## config.mk

```make
export PLATFORM = sky130hd
export DESIGN_NAME = npc_btb_flat
export DESIGN_NICKNAME = d
export VERILOG_FILES = /design/src/rtl/npc_btb_if.sv /design/src/rtl/npc_btb.sv /design/src/flat_wrapper.sv
export SDC_FILE = /design/constraint.sdc
export NUM_CORES = 1
export LEC_CHECK = 0
export CORE_MARGIN = 2
export CORE_UTILIZATION = 45
export CTS_CLUSTER_DIAMETER = 30
export CTS_CLUSTER_SIZE = 10
export DETAILED_ROUTE_END_ITERATION = 7
export DONT_BUFFER_PORTS = 1
export PLACE_DENSITY_LB_ADDON = 0.05
export RECOVER_POWER = 25
export SLEW_MARGIN = 15
export SYNTH_ARGS = -nofsm -noshare
export SYNTH_HDL_FRONTEND = slang
export SYNTH_SLANG_ARGS = --single-unit
```

## constraint.sdc

```tcl
create_clock -name clk -period 17.59 [get_ports clk]
set_clock_uncertainty 0.2 [all_clocks]
set_input_delay 1.759 -clock clk [delete_from_list [all_inputs] [get_ports clk]]
set_output_delay 1.759 -clock clk [all_outputs]
set_load 0.02 [all_outputs]
```

## src/rtl/npc_btb_if.sv

```systemverilog
// npc_btb_if: fetch/execute-side signal bundle of the next-PC generator.
//   master : fetch/execute side; drives stall and the resolve (ex_*) fields,
//            receives pc, prediction and flush.
//   slave  : the npc_btb block itself.
interface npc_btb_if;
    logic        stall;
    logic [31:0] pc;
    logic        pred_taken;
    logic [31:0] pred_target;
    logic        ex_valid;
    logic [31:0] ex_pc;
    logic [3:0]  ex_npcop;
    logic [25:0] ex_imm;
    logic [31:0] ex_rd;
    logic        ex_cond;
    logic        ex_pred_taken;
    logic [31:0] ex_pred_target;
    logic        flush;
    modport master (
        output stall, ex_valid, ex_pc, ex_npcop, ex_imm, ex_rd, ex_cond, ex_pred_taken, ex_pred_target,
        input  pc, pred_taken, pred_target, flush
    );
    modport slave (
        input  stall, ex_valid, ex_pc, ex_npcop, ex_imm, ex_rd, ex_cond, ex_pred_taken, ex_pred_target,
        output pc, pred_taken, pred_target, flush
    );
endinterface

```

## src/rtl/npc_btb.sv

```systemverilog
// npc_btb: fetch PC register with direct-mapped BTB prediction and execute-stage redirect.
//   clk, rst : clock, synchronous active-high reset
//   bus_io   : npc_btb_if.slave -- stall, pc, pred_taken/pred_target, ex_* resolve fields, flush
// Op codes: 0 PLUS4, 1 BRANCH, 2 JUMP, 3 JR, 4 JALR; anything else behaves as PLUS4.
module npc_btb #(
    parameter int         BTB_DEPTH = 16,
    parameter logic [31:0] RESET_PC = 32'h0000_0000,
    parameter logic [1:0] CTR_ALLOC = 2'b10
) (
    input logic       clk,
    input logic       rst,
    npc_btb_if.slave  bus_io
);
    localparam int IDX = $clog2(BTB_DEPTH);
    localparam int TW = 30 - IDX;
    localparam logic [3:0] NPC_BRANCH = 4'd1, NPC_JUMP = 4'd2, NPC_JR = 4'd3, NPC_JALR = 4'd4;
    logic [31:0]   pc_q, pc_d;
    logic          valid_q [BTB_DEPTH];
    logic [TW-1:0] tag_q [BTB_DEPTH];
    logic [31:0]   tgt_q [BTB_DEPTH];
    logic [1:0]    ctr_q [BTB_DEPTH];
    logic [IDX-1:0] r_idx, w_idx;
    logic          hit, w_hit, pt, taken, ctl, mis;
    logic [31:0]   ptgt, p4, tgt, actual;
    logic [3:0]    op;
    always_comb begin
        op = bus_io.ex_npcop;
        r_idx = pc_q[IDX+1:2];
        hit = valid_q[r_idx] && tag_q[r_idx] == pc_q[31:IDX+2];
        pt = hit && ctr_q[r_idx][1];
        ptgt = pt ? tgt_q[r_idx] : pc_q + 32'd4;
        p4 = bus_io.ex_pc + 32'd4;
        // ctl marks the ops that train the BTB; unknown codes fall back to PLUS4
        ctl = op == NPC_BRANCH || op == NPC_JUMP || op == NPC_JR || op == NPC_JALR;
        taken = op == NPC_BRANCH ? bus_io.ex_cond : ctl;
        tgt = op == NPC_BRANCH ? p4 + {{14{bus_io.ex_imm[15]}}, bus_io.ex_imm[15:0], 2'b00} :
              op == NPC_JUMP   ? {p4[31:28], bus_io.ex_imm, 2'b00} : bus_io.ex_rd;
        actual = taken ? tgt : p4;
        mis = bus_io.ex_valid && (taken != bus_io.ex_pred_taken || (taken && tgt != bus_io.ex_pred_target));
        pc_d = mis ? actual : bus_io.stall ? pc_q : ptgt;
        w_idx = bus_io.ex_pc[IDX+1:2];
        w_hit = valid_q[w_idx] && tag_q[w_idx] == bus_io.ex_pc[31:IDX+2];
    end
    assign bus_io.pc = pc_q;
    assign bus_io.pred_taken = pt;
    assign bus_io.pred_target = ptgt;
    assign bus_io.flush = mis && !rst;
    always_ff @(posedge clk) begin
        if (rst) begin
            pc_q <= RESET_PC;
            for (int i = 0; i < BTB_DEPTH; i++) begin
                valid_q[i] <= 1'b0;
                ctr_q[i] <= 2'b01;
            end
        end else begin
            pc_q <= pc_d;
            if (bus_io.ex_valid && ctl && w_hit) begin
                if (taken) tgt_q[w_idx] <= tgt;
                ctr_q[w_idx] <= taken ? (&ctr_q[w_idx] ? 2'b11 : ctr_q[w_idx] + 2'd1)
                                      : (|ctr_q[w_idx] ? ctr_q[w_idx] - 2'd1 : 2'b00);
            end else if (bus_io.ex_valid && ctl && taken) begin
                valid_q[w_idx] <= 1'b1;
                tag_q[w_idx] <= bus_io.ex_pc[31:IDX+2];
                tgt_q[w_idx] <= tgt;
                ctr_q[w_idx] <= CTR_ALLOC;
            end
        end
    end
endmodule

```

## src/flat_wrapper.sv

```systemverilog
// flat-port wrapper written by rule: the top's interface ports become plain ports
module npc_btb_flat 
#(
    parameter int         BTB_DEPTH = 16,
    parameter logic [31:0] RESET_PC = 32'h0000_0000,
    parameter logic [1:0] CTR_ALLOC = 2'b10
)
  (clk, rst, bus_io_stall, bus_io_ex_valid, bus_io_ex_pc, bus_io_ex_npcop, bus_io_ex_imm, bus_io_ex_rd, bus_io_ex_cond, bus_io_ex_pred_taken, bus_io_ex_pred_target, bus_io_pc, bus_io_pred_taken, bus_io_pred_target, bus_io_flush);
  npc_btb_if bus_io_i ();
  input logic clk;
  input logic rst;
  input wire logic [$bits(bus_io_i.stall)-1:0] bus_io_stall;
  input wire logic [$bits(bus_io_i.ex_valid)-1:0] bus_io_ex_valid;
  input wire logic [$bits(bus_io_i.ex_pc)-1:0] bus_io_ex_pc;
  input wire logic [$bits(bus_io_i.ex_npcop)-1:0] bus_io_ex_npcop;
  input wire logic [$bits(bus_io_i.ex_imm)-1:0] bus_io_ex_imm;
  input wire logic [$bits(bus_io_i.ex_rd)-1:0] bus_io_ex_rd;
  input wire logic [$bits(bus_io_i.ex_cond)-1:0] bus_io_ex_cond;
  input wire logic [$bits(bus_io_i.ex_pred_taken)-1:0] bus_io_ex_pred_taken;
  input wire logic [$bits(bus_io_i.ex_pred_target)-1:0] bus_io_ex_pred_target;
  output wire logic [$bits(bus_io_i.pc)-1:0] bus_io_pc;
  output wire logic [$bits(bus_io_i.pred_taken)-1:0] bus_io_pred_taken;
  output wire logic [$bits(bus_io_i.pred_target)-1:0] bus_io_pred_target;
  output wire logic [$bits(bus_io_i.flush)-1:0] bus_io_flush;
  assign bus_io_i.stall = bus_io_stall;
  assign bus_io_i.ex_valid = bus_io_ex_valid;
  assign bus_io_i.ex_pc = bus_io_ex_pc;
  assign bus_io_i.ex_npcop = bus_io_ex_npcop;
  assign bus_io_i.ex_imm = bus_io_ex_imm;
  assign bus_io_i.ex_rd = bus_io_ex_rd;
  assign bus_io_i.ex_cond = bus_io_ex_cond;
  assign bus_io_i.ex_pred_taken = bus_io_ex_pred_taken;
  assign bus_io_i.ex_pred_target = bus_io_ex_pred_target;
  assign bus_io_pc = bus_io_i.pc;
  assign bus_io_pred_taken = bus_io_i.pred_taken;
  assign bus_io_pred_target = bus_io_i.pred_target;
  assign bus_io_flush = bus_io_i.flush;
  npc_btb #(.BTB_DEPTH(BTB_DEPTH), .RESET_PC(RESET_PC), .CTR_ALLOC(CTR_ALLOC)) u_core (.clk(clk), .rst(rst), .bus_io(bus_io_i));
endmodule
```

==> run metrics <==
outcome=completed; gpl congestion=0.930; Tot Pwr=0.00751 W; Max-Cap Viols=0; PnR worst setup slack=7.55 ns; Vias=31,500; Reg area=29,900 µm²; Avg WL per Cell=35.2 µm; first-pass GRT wire length=236,000 µm; crit path cell chain=and2_1 -> nand3_1 -> nor4_1 -> nand2_1 -> xnor2_1 -> ha_1 -> a2111oi_0 -> o21ai_0 -> a41oi_1 -> mux2i_1 -> o22ai_1 -> nor3_2 -> xor2_1 -> a2111o_1 -> or4_4 -> o21ai_4 -> buf_4 -> nor2_1; library cells used by synthesis=87; CTS Buffer Depth=3; Power Dens Cells=128 nW/µm²; die area=113,000 µm²; CP delay by family, top=simple AND/OR/NAND/NOR gates; CTS tree=built; IO Port Bufs=0; critical path endpoint category=output port; Post-Syn Area per Cell=15.9 µm²; EDFF count, synth=960; Initial Util=45.4%; share of flip-flops with an asynchronous set or reset=0%; vias in the first global route=31,600; Final setup viols=0; Worst Path Max Fanout=41; Hold Fails Final Rpt=0; Period Utilization, post-route=57.1%; post-synthesis cell area=49,500 µm²; slew margin rel.=6.83%; register area share after synthesis=60.4%; largest net degree at the start of global routing=140; Syn Nets=3,297; CP bufs+invs=1; number of clock sinks=1,012; drt total wl=169,000 µm; postcts setup bufs=0; Critical Path RT=15.63 ns; fmax=99.6 MHz; Synth Flop Type=edfxtp_1; DP HPWL=107,000 µm; Largest stage delay, worst path=0.84 ns; Detail Route Antenna Nets=0; Area Overhead vs Synth=19.0%; number of fill cells in the layout=8,701; die width=336 µm; clk_lat worst skew=0.83 ns; highest-delay cell along the critical path=nor3_2; final net count=3,382; via/cell ratio=6.55; Tmin final=10.04 ns; Final Max Tran Viols=0; Die Ht=336 µm; Hold WC Path Type=reg -> reg; First-pass DRT Iterations=6; initial antenna violation count=2; hold buffer count at CTS=0; 1st-iter DRT viols=3,684; RSZ-0062 raised after global routing=no; register bit total from synthesis=1,012; gr usage total=30.0%; Critical Path Start Type=input port; VDD IR max=0.113 mV; Worst-Margin Slew=1.40 ns; Post-Syn Instances=3,121; cts repair resizes=0; Pleak=19.0 nW; # IOs=198; CTS buffer count=207; # rows=121; H-tree Lvls=4; worst setup path class=in -> out; Placeable Area=109,000 µm²; layout cells sized above 1=26.9%; setup TNS=0 ns; critical path arrival=8.08 ns; Clk Tree Root Cell=clkbuf_16; Yosys warning total=0; remaining global-route overflow=0; Setup WS pre-CTS=7.83 ns; DRC viols=0; Worst-path clk slew=0.05 ns; area of the multi-input gates=18,800 µm²
-- stage by stage --
stage	instance area [µm²]	hold slack [ns]	instances	utilization, %
final	58900	0.283	4806	54.0
after global routing	58900	0.304	4805	54.0
after CTS	58900	0.285	4805	54.0
after detailed placement	51400	0.267	4411	47.1
after global placement	51400	0.258	4411	47.1
after floorplan	49500	0.243	3121	-
-- logic make-up after synthesis --
family          share of synthesized area, %
mux                                     20.9
flops                                   60.4
compound gates                          5.99
buf+inv                                 2.18
fa+ha+maj                               1.15
simple gates                            6.52
xor+xnor                                2.90
-- registers in the layout, summed over array words and instances, names as in the netlist, named ones only --
register	cells
u_core.tag_q	416
u_core.tgt_q	512
u_core.valid_q	16
u_core.ctr_q	32
u_core.bus_io.pc	32
-- synthesized netlist by cell type, drive strengths merged, types with 8 or more instances --
cell type	n	share of area, %
o2111ai	12	0.21
nand2	171	1.3
a211oi	16	0.24
nor2	207	1.6
o21ai	96	0.99
a31oi	13	0.16
nand4	29	0.37
o31ai	8	0.12
buf	75	0.73
nor2b	24	0.30
dfxtp	52	2.1
a221oi	19	0.34
nand3	45	0.46
xnor2	114	2.0
a221o	8	0.16
nor3	54	0.55
a21o	28	0.42
and3	22	0.28
ha	43	1.1
nor4	21	0.27
a21oi	103	1.0
mux2i	84	1.7
clkbuf	136	1.0
xor2	50	0.89
and2	39	0.49
mux2	37	0.84
mux4	403	18
o22ai	13	0.16
edfxtp	960	58
a31o	12	0.21
o211ai	22	0.33
inv	53	0.40
nand2b	16	0.20
o221ai	11	0.19
-- layout by cell type, fill, tap and decap left out, types with 45 or more instances in the layout --
master / Yosys / layout
buf_4: 2 / 73
nand2_1: 171 / 171
nor2_1: 205 / 173
a21oi_1: 103 / 102
inv_1: 52 / 51
edfxtp_1: 960 / 960
clkbuf_16: 0 / 207
mux4_2: 403 / 403
mux2i_1: 84 / 84
dfxtp_1: 52 / 48
nor3_1: 54 / 52
xor2_1: 50 / 50
xnor2_1: 114 / 114
nand3_1: 45 / 45
o21ai_0: 95 / 94
-- worst paths after layout --
check / startpoint / endpoint / slack [ns] / cells past startpoint
hold / removal: u_core.valid_q[2] / u_core.valid_q[2] / 0.28 / 1
setup / recovery: bus_io_ex_pc[5] / bus_io_flush / 7.55 / 18
hold reg to reg: u_core.valid_q[2] / u_core.valid_q[2] / 0.28 / 1
setup reg to reg: flop / flop / 11.03 / 14
-- routing by layer --
metal	vias to the layer above	track usage, %	part of all wire [%]
li1	12900	-	-
met1	16700	39.8	40
met2	1650	47.3	47
met3	286	8.83	9.6
met4	0	10.4	3.3
met5	-	0	0
-- worst register-to-register path, cell delays in order, from the launching register on --
cell	delay, ns
dfxtp_4	0.72
buf_4	0.82
buf_12	0.74
mux4_2	0.64
mux2i_1	0.30
xnor2_1	0.12
nor4_1	0.41
a21o_1	0.18
o2111ai_1	0.38
nor4bb_4	0.38
buf_4	0.39
mux2_2	0.50
nor2_1	0.11
nor3_1	0.06
mux2_1	0.43
-- report_power, final --
| part | total, W | internal, W | leakage (nW) | switching [W] |
|---|---|---|---|---|
| sequential | 0.00272 | 0.00268 | 9.04 | 0.0000462 |
| combinational | 0.000677 | 0.000278 | 6.44 | 0.000398 |
| clock | 0.00411 | 0.00273 | 3.56 | 0.00138 |
-- cell type report --
| class | instances | share of cell area [%] |
|---|---|---|
| sequential | 1012 | 50.8 |
| multi-input combinational | 1843 | 32.0 |
| clock buffer | 222 | 8.93 |
| clock inverter | 172 | 3.86 |
| tap | 1414 | 3.01 |
| timing repair buffer | 87 | 1.05 |
| inverter | 55 | 0.351 |
| antenna | 1 | 0.00425 |
No activity file was read; power rests on OpenSTA's default activity.
